--- src/rtl/matrix_fifo_drain_if.sv ---
// matrix_fifo_drain_if: pixel stream from the drain to downstream, with markers and position.
interface matrix_fifo_drain_if #(
  parameter int DATA_WIDTH = 8,
  parameter int IMG_WIDTH  = 640,
  parameter int IMG_HEIGHT = 480
);
  logic                          m_valid;
  logic                          m_ready;
  logic [DATA_WIDTH-1:0]         m_data;
  logic                          m_sol;
  logic                          m_eol;
  logic                          m_sof;
  logic                          m_eof;
  logic [$clog2(IMG_WIDTH)-1:0]  col_cnt;
  logic [$clog2(IMG_HEIGHT)-1:0] row_cnt;
  modport master (output m_valid, m_data, m_sol, m_eol, m_sof, m_eof, col_cnt, row_cnt, input m_ready);
  modport slave  (input m_valid, m_data, m_sol, m_eol, m_sof, m_eof, col_cnt, row_cnt, output m_ready);
endinterface

--- src/rtl/matrix_fifo_drain.sv ---
// matrix_fifo_drain: drains one frame from a matrix FIFO into a framed pixel stream.
// Define MATRIX_FIFO_DRAIN_STALL_CNT_EN to add the stall_cnt output.
module matrix_fifo_drain #(
  parameter int DATA_WIDTH = 8,
  parameter int IMG_WIDTH  = 640,
  parameter int IMG_HEIGHT = 480
) (
  input  logic                  rd_clk,
  input  logic                  rd_rst,
  input  logic                  start,
  output logic                  fifo_rd_en,
  input  logic [DATA_WIDTH-1:0] fifo_rd_data,
  input  logic                  fifo_rd_empty,
  matrix_fifo_drain_if.master   m,
  output logic                  busy,
  output logic                  frame_done
`ifdef MATRIX_FIFO_DRAIN_STALL_CNT_EN
  ,
  output logic [15:0]           stall_cnt
`endif
);
  localparam int CW    = $clog2(IMG_WIDTH);
  localparam int RW    = $clog2(IMG_HEIGHT);
  localparam int TOTAL = IMG_WIDTH * IMG_HEIGHT;
  localparam int IW    = $clog2(TOTAL + 1);
  localparam logic [1:0] IDLE = 2'd0, RUN = 2'd1, DONE = 2'd2;
  logic [1:0]            r_state;
  logic [1:0]            r_occ;
  logic                  r_inflight;
  logic [IW-1:0]         r_issued;
  logic [CW-1:0]         r_col;
  logic [RW-1:0]         r_row;
  logic [DATA_WIDTH-1:0] r_buf [2];
  logic                  w_valid, w_pop, w_last_col, w_last_row, w_eof, w_more, w_wr_sel, w_arm;
  logic [2:0]            w_level;
  always_comb begin
    w_valid    = r_occ != 2'd0;
    w_pop      = w_valid & m.m_ready;
    w_last_col = r_col == CW'(IMG_WIDTH - 1);
    w_last_row = r_row == RW'(IMG_HEIGHT - 1);
    w_eof      = w_last_col & w_last_row;
    w_more     = r_issued < IW'(TOTAL);
    w_arm      = (r_state == IDLE) & start;
    // slots held plus the word arriving next cycle must fit the 2-entry buffer
    w_level    = {1'b0, r_occ} + {2'b0, r_inflight} - {2'b0, w_pop};
    w_wr_sel   = (r_occ == 2'd2) | ((r_occ == 2'd1) & !w_pop);
    fifo_rd_en = (r_state == RUN) & !fifo_rd_empty & w_more & (w_level < 3'd2);
    busy       = r_state != IDLE;
    frame_done = r_state == DONE;
  end
  assign m.m_valid = w_valid;
  assign m.m_data  = r_buf[0];
  assign m.col_cnt = r_col;
  assign m.row_cnt = r_row;
  assign m.m_sol   = w_valid & (r_col == '0);
  assign m.m_eol   = w_valid & w_last_col;
  assign m.m_sof   = w_valid & (r_col == '0) & (r_row == '0);
  assign m.m_eof   = w_valid & w_eof;
  always_ff @(posedge rd_clk) begin
    if (rd_rst) begin
      r_state    <= IDLE;
      r_occ      <= 2'd0;
      r_inflight <= 1'b0;
      r_issued   <= '0;
      r_col      <= '0;
      r_row      <= '0;
      r_buf[0]   <= '0;
      r_buf[1]   <= '0;
    end else begin
      r_inflight <= fifo_rd_en;
      r_occ      <= r_occ + {1'b0, r_inflight} - {1'b0, w_pop};
      r_state    <= w_arm ? RUN : (r_state == RUN && w_pop && w_eof) ? DONE : (r_state == DONE) ? IDLE : r_state;
      if (fifo_rd_en) r_issued <= r_issued + IW'(1);
      if (w_pop) begin
        r_buf[0] <= r_buf[1];
        r_col    <= w_last_col ? '0 : r_col + CW'(1);
        if (w_last_col) r_row <= w_last_row ? '0 : r_row + RW'(1);
      end
      if (r_inflight) r_buf[w_wr_sel] <= fifo_rd_data;
      if (w_arm) begin
        r_issued <= '0;
        r_col    <= '0;
        r_row    <= '0;
      end
    end
  end
`ifdef MATRIX_FIFO_DRAIN_STALL_CNT_EN
  always_ff @(posedge rd_clk) begin
    if (rd_rst || w_arm) stall_cnt <= '0;
    else if (r_state == RUN && fifo_rd_empty && w_more && stall_cnt != 16'hFFFF) stall_cnt <= stall_cnt + 16'd1;
  end
`endif
endmodule

--- src/flat_wrapper.sv ---
// flat-port wrapper written by rule: the top's interface ports become plain ports
module matrix_fifo_drain_flat 
#(
  parameter int DATA_WIDTH = 8,
  parameter int IMG_WIDTH  = 640,
  parameter int IMG_HEIGHT = 480
)
  (rd_clk, rd_rst, start, fifo_rd_en, fifo_rd_data, fifo_rd_empty, busy, frame_done, m_m_valid, m_m_data, m_m_sol, m_m_eol, m_m_sof, m_m_eof, m_col_cnt, m_row_cnt, m_m_ready);
  matrix_fifo_drain_if #(.DATA_WIDTH(DATA_WIDTH), .IMG_WIDTH(IMG_WIDTH), .IMG_HEIGHT(IMG_HEIGHT)) m_i ();
  input  logic rd_clk;
  input  logic rd_rst;
  input  logic start;
  output logic fifo_rd_en;
  input  logic [DATA_WIDTH-1:0] fifo_rd_data;
  input  logic fifo_rd_empty;
  output logic busy;
  output logic frame_done;
  output wire logic [$bits(m_i.m_valid)-1:0] m_m_valid;
  output wire logic [$bits(m_i.m_data)-1:0] m_m_data;
  output wire logic [$bits(m_i.m_sol)-1:0] m_m_sol;
  output wire logic [$bits(m_i.m_eol)-1:0] m_m_eol;
  output wire logic [$bits(m_i.m_sof)-1:0] m_m_sof;
  output wire logic [$bits(m_i.m_eof)-1:0] m_m_eof;
  output wire logic [$bits(m_i.col_cnt)-1:0] m_col_cnt;
  output wire logic [$bits(m_i.row_cnt)-1:0] m_row_cnt;
  input wire logic [$bits(m_i.m_ready)-1:0] m_m_ready;
  assign m_m_valid = m_i.m_valid;
  assign m_m_data = m_i.m_data;
  assign m_m_sol = m_i.m_sol;
  assign m_m_eol = m_i.m_eol;
  assign m_m_sof = m_i.m_sof;
  assign m_m_eof = m_i.m_eof;
  assign m_col_cnt = m_i.col_cnt;
  assign m_row_cnt = m_i.row_cnt;
  assign m_i.m_ready = m_m_ready;
  matrix_fifo_drain #(.DATA_WIDTH(DATA_WIDTH), .IMG_WIDTH(IMG_WIDTH), .IMG_HEIGHT(IMG_HEIGHT)) u_core (.rd_clk(rd_clk), .rd_rst(rd_rst), .start(start), .fifo_rd_en(fifo_rd_en), .fifo_rd_data(fifo_rd_data), .fifo_rd_empty(fifo_rd_empty), .m(m_i), .busy(busy), .frame_done(frame_done));
endmodule
--- config.mk ---
export PLATFORM = sky130hd
export DESIGN_NAME = matrix_fifo_drain_flat
export DESIGN_NICKNAME = d
export VERILOG_FILES = /design/src/rtl/matrix_fifo_drain_if.sv /design/src/rtl/matrix_fifo_drain.sv /design/src/flat_wrapper.sv
export SDC_FILE = /design/constraint.sdc
export NUM_CORES = 1
export LEC_CHECK = 0
export CAP_MARGIN = 20
export CELL_PAD_IN_SITES_DETAIL_PLACEMENT = 1
export CELL_PAD_IN_SITES_GLOBAL_PLACEMENT = 1
export CORE_ASPECT_RATIO = 0.5
export CORE_MARGIN = 2
export CORE_UTILIZATION = 43
export CTS_CLUSTER_DIAMETER = 30
export DETAILED_ROUTE_END_ITERATION = 8
export PLACE_DENSITY = 0.95
export SLEW_MARGIN = 0
export SYNTH_ARGS = -nofsm -noshare
export SYNTH_HDL_FRONTEND = slang
export SYNTH_SLANG_ARGS = --single-unit
export TNS_END_PERCENT = 50
--- constraint.sdc ---
create_clock -name rd_clk -period 7.25 [get_ports rd_clk]
set_input_delay 1.45 -clock rd_clk [delete_from_list [all_inputs] [get_ports rd_clk]]
set_output_delay 1.45 -clock rd_clk [all_outputs]
set_load 0.01 [all_outputs]
==> impl.org <==
** Yosys
- The share of synthesized area in the top cell type comes to 0.2963.
- Largest cells by area after synthesis :: dfxtp_1 30%, edfxtp_1 17%, nand2_1 5.2%, o21ai_0 4.1%, a21oi_1 3.6%
- When the netlist entered floorplanning its net count stood at 338.
- Number of cells produced by synthesis :: 318
- After synthesis the netlist holds a flip-flop and latch count of 59.
- Netlist Area Pre-Place :: 2905 um^2
- Number of synthesis warnings :: 0
- Part of the Yosys area used for sequential elements :: 0.4617
- Most common flop cell mapped by yosys :: dfxtp_1
- Number of enable flip-flop cells after synthesis :: 16
- The synthesized netlist contains 46 unique library cells.
- A synthesized cell averages ~9.1 um^2.
- Counting flops with an async set or reset pin after synthesis yields a share of 0.
- The synthesized design spends more area on one cell type than any other, namely dfxtp_1.

** Timing
- Setup repair after global routing left no endpoint under its margin.
- Highest clock frequency the design can meet :: 160.6 MHz
- Adding up every negative setup slack in the final design gives 0 ps.
- Period utilisation layout :: 0.8591
- The number of hold violations in the final report came to 0.
- Final setup violation count :: 0
- Worst Slack Setup Final :: just over 1000 ps
- Actual transition at the worst max-transition pin :: 1056 ps
- The clock arrives with 6.377 ps of skew.
- Final Slew Violations :: 0
- The worst path needs 6228 ps of the cycle, external delays included.
- Slew margin rel. :: 0.2956

** Clock tree
- After clock tree synthesis, the setup repair step added 0 buffers.
- Buffer type at the clock tree root :: clkbuf_16
- For this design, the sink count on the clock tree is 59.
- Once the clock tree was built, the resizer swapped 0 gates to a different size.
- The clock passes through at most 2 buffers.
- H-tree Lvls :: 3
- TritonCTS created 9 clock buffers.
- Hold-fix buffers at CTS :: 0
- TritonCTS built the clock tree.
- Clock transition at the registers of the reported paths :: approximately 50 ps
- At the later pin of the worst-skew pair, clock insertion delay measures between 300 and 400 ps.

** Run
- # Max-Cap Violations :: 0

** Pwr
- For this design the static power due to leakage is around 1.3 nW.
- Peak ir drop on the vdd network :: 0.1115 mV
- Power spread over the standard cell area amounts to between 200 and 300 nW/um^2.

** Worst hold path
- Worst hold path type :: reg2reg

** Cells and area
- After filler insertion, the fill cell instance count of the layout stands at 755.
- The library cell used most frequently in the layout, excluding fill and tap cells, is clkdlybuf4s50_1.
- Final instance area :: 3722 um^2
- Share of final-layout standard cells stronger than drive strength 1 :: 0.06504
- 0 antenna diodes ended up in the layout.
- For this run, the post-layout net count is 384.
- The area growth from synthesis to layout is 28.12%.
- Top library cells by usage in the layout, fill and taps aside :: 47 x clkdlybuf4s50_1, 43 x dfxtp_1, 40 x nand2_1, 24 x o21ai_0, 23 x nor2_1
- The finished layout holds between 400 and 500 standard cells, fillers aside.

** Floorplan
- 48 I/O pins were placed.
- Chip height :: 62.13 um
- The initial utilization of the core area, before any placement, comes to 0.4388.
- In this run the core area contains 21 standard-cell rows.
- In this run the horizontal extent of the chip is ~120 um.
- Area of the core :: between 6000 and 7000 um^2
- The die covers 7470 um^2.

** Place
- At the end of routability-driven placement, the weighted congestion stood at between 0.8 and 0.9.
- The wire-length estimate of the detail-placed layout is 5.691 mm.
- Number of placed instances with taps included :: 444
- At the placement stage, the worst setup path has a slack of between 1000 and 1500 ps.
- Placed Area :: 3436 um^2
- PortBufs :: 47

** Setup path
- Critical-path maximum fanout :: 10
- Arrival time reported for the critical path endpoint :: approximately 4800 ps
- Data on the critical path is required at its endpoint by 5800 ps.
- Type of the worst setup path :: in2out
- The worst setup path is launched from a primary input.
- Crit end category :: primary output

** Routing
- For this run, the detailed router's first-pass iteration total came to 4.
- For this run, design rule violations remaining after detail routing come to 0.
- Wirelength per Cell :: ~21 um
- The final layout contains routed wiring with a total length of 9.729 mm.
- Vias per Instance :: 6.011
- Violation count after the first detailed-route iteration :: 230
- The detail route stage leaves a number of antenna-violating nets equal to 0.
- Via count :: 2771

** Run status
- Outcome :: finished, final reports clean

** Global routing
- The number of antenna violations at the first check in global routing came to 0.
- Global-route total usage across every layer :: 0.2721
- Wire length of the first global-routing pass :: 15.85 mm
- Via count of the first global-routing pass :: around 2900
- Global routing finished with a remaining overflow of 0.
- Entering global routing, the biggest net connects 31 pins.
[stage by stage]
| stage | hold WS (ps) | power [W] | util |
|---|---|---|---|
| 6_report | 519.2 | 0.0009395 | 0.5622 |
| 3_5_place_dp | 492.4 | 0.0005271 | 0.5189 |
| 2_1_floorplan | 445.2 | 0.0004540 | - |
| 5_1_grt | 547.5 | 0.0009708 | 0.5622 |
| 4_1_cts | 521.5 | 0.0009403 | 0.5610 |
| 3_3_place_gp | 455.9 | 0.0005141 | 0.5189 |
[power breakdown]
| part | leakage (nW) | internal, W | switching (W) | total, W |
|---|---|---|---|---|
| registers | 0.513 | 0.000359 | 0.0000154 | 0.000375 |
| logic | 0.666 | 0.0000703 | 0.0000877 | 0.000158 |
| clock network | 0.136 | 0.000263 | 0.000144 | 0.000407 |
[routing by layer]
layer  vias up  share of wire  GRT usage
met2        87           0.50     0.4787
met4         0          0.028    0.08721
met1      1400           0.43     0.3274
met3        28          0.046    0.06893
li1       1256              -          -
met5         -              0          0
[worst max-delay path: stages]
cell,delay (ps)
clkdlybuf4s50_1,710
o21a_1,330
nand2_1,140
o21ai_0,110
ha_1,220
fa_1,490
nor4b_4,350
o211ai_1,280
inv_1,130
clkdlybuf4s50_1,550
[synthesized netlist by cell type, types with 2 or more instances]
master / number
mux2i_1: 2
and3_1: 6
inv_1: 13
nand3_1: 12
clkbuf_1: 6
nor2_1: 23
o211ai_1: 2
edfxtp_1: 16
nand4_1: 11
a31oi_1: 2
a21oi_1: 21
buf_1: 2
nor3b_1: 3
nor4b_1: 3
o2111a_1: 2
nand2_1: 40
buf_2: 5
or4_1: 3
or3_2: 2
or2_2: 3
or3_1: 10
and4_1: 6
a311oi_1: 4
o21ai_0: 24
nor2b_1: 4
nand4b_1: 2
xor2_1: 11
nor3_1: 2
o2111ai_1: 2
o31ai_1: 4
ha_1: 6
and2_1: 10
dfxtp_1: 43
[final timing paths]
path	slack, ps	endpoint	cells after the start	from
hold reg to reg	520	u_core.r_issued[8]	2	u_core.r_issued[8]
hold / removal	520	u_core.r_issued[8]	2	u_core.r_issued[8]
setup reg to reg	3620	u_core.r_issued[15]	9	u_core.r_occ[1]
setup / recovery	1020	fifo_rd_en	10	m_m_ready
[state kept, by name, summed over array words and instances (netlist names)]
register	cells
u_core.m.col_cnt	10
u_core.m.row_cnt	9
u_core.r_buf	16
u_core.r_inflight	1
u_core.r_issued	19
u_core.r_occ	2
u_core.r_state	2
[final cells by class]
cell class | count | area [um^2] | share of cell area
clock buffer | 12 | 236.5 | 0.06353
clock inverter | 4 | 42.54 | 0.01143
tap | 92 | 115.1 | 0.03092
multi-input combinational | 233 | 1460 | 0.3923
inverter | 13 | 48.80 | 0.01311
timing repair buffer | 48 | 478.0 | 0.1284
sequential | 59 | 1341 | 0.3603
[cells by family after synthesis]
kind of cell             after synthesis  share of synthesized area
AO/OA/AOI/OAI                         67                     0.1512
XOR/XNOR                              12                    0.03618
adder cells (fa/ha/maj)                7                    0.03273
buffers and inverters                 26                    0.03575
flip-flops                            59                     0.4617
multiplexers                           2                   0.006891
AND/OR/NAND/NOR                      145                     0.2756
Power figures use the tool's default switching activity.
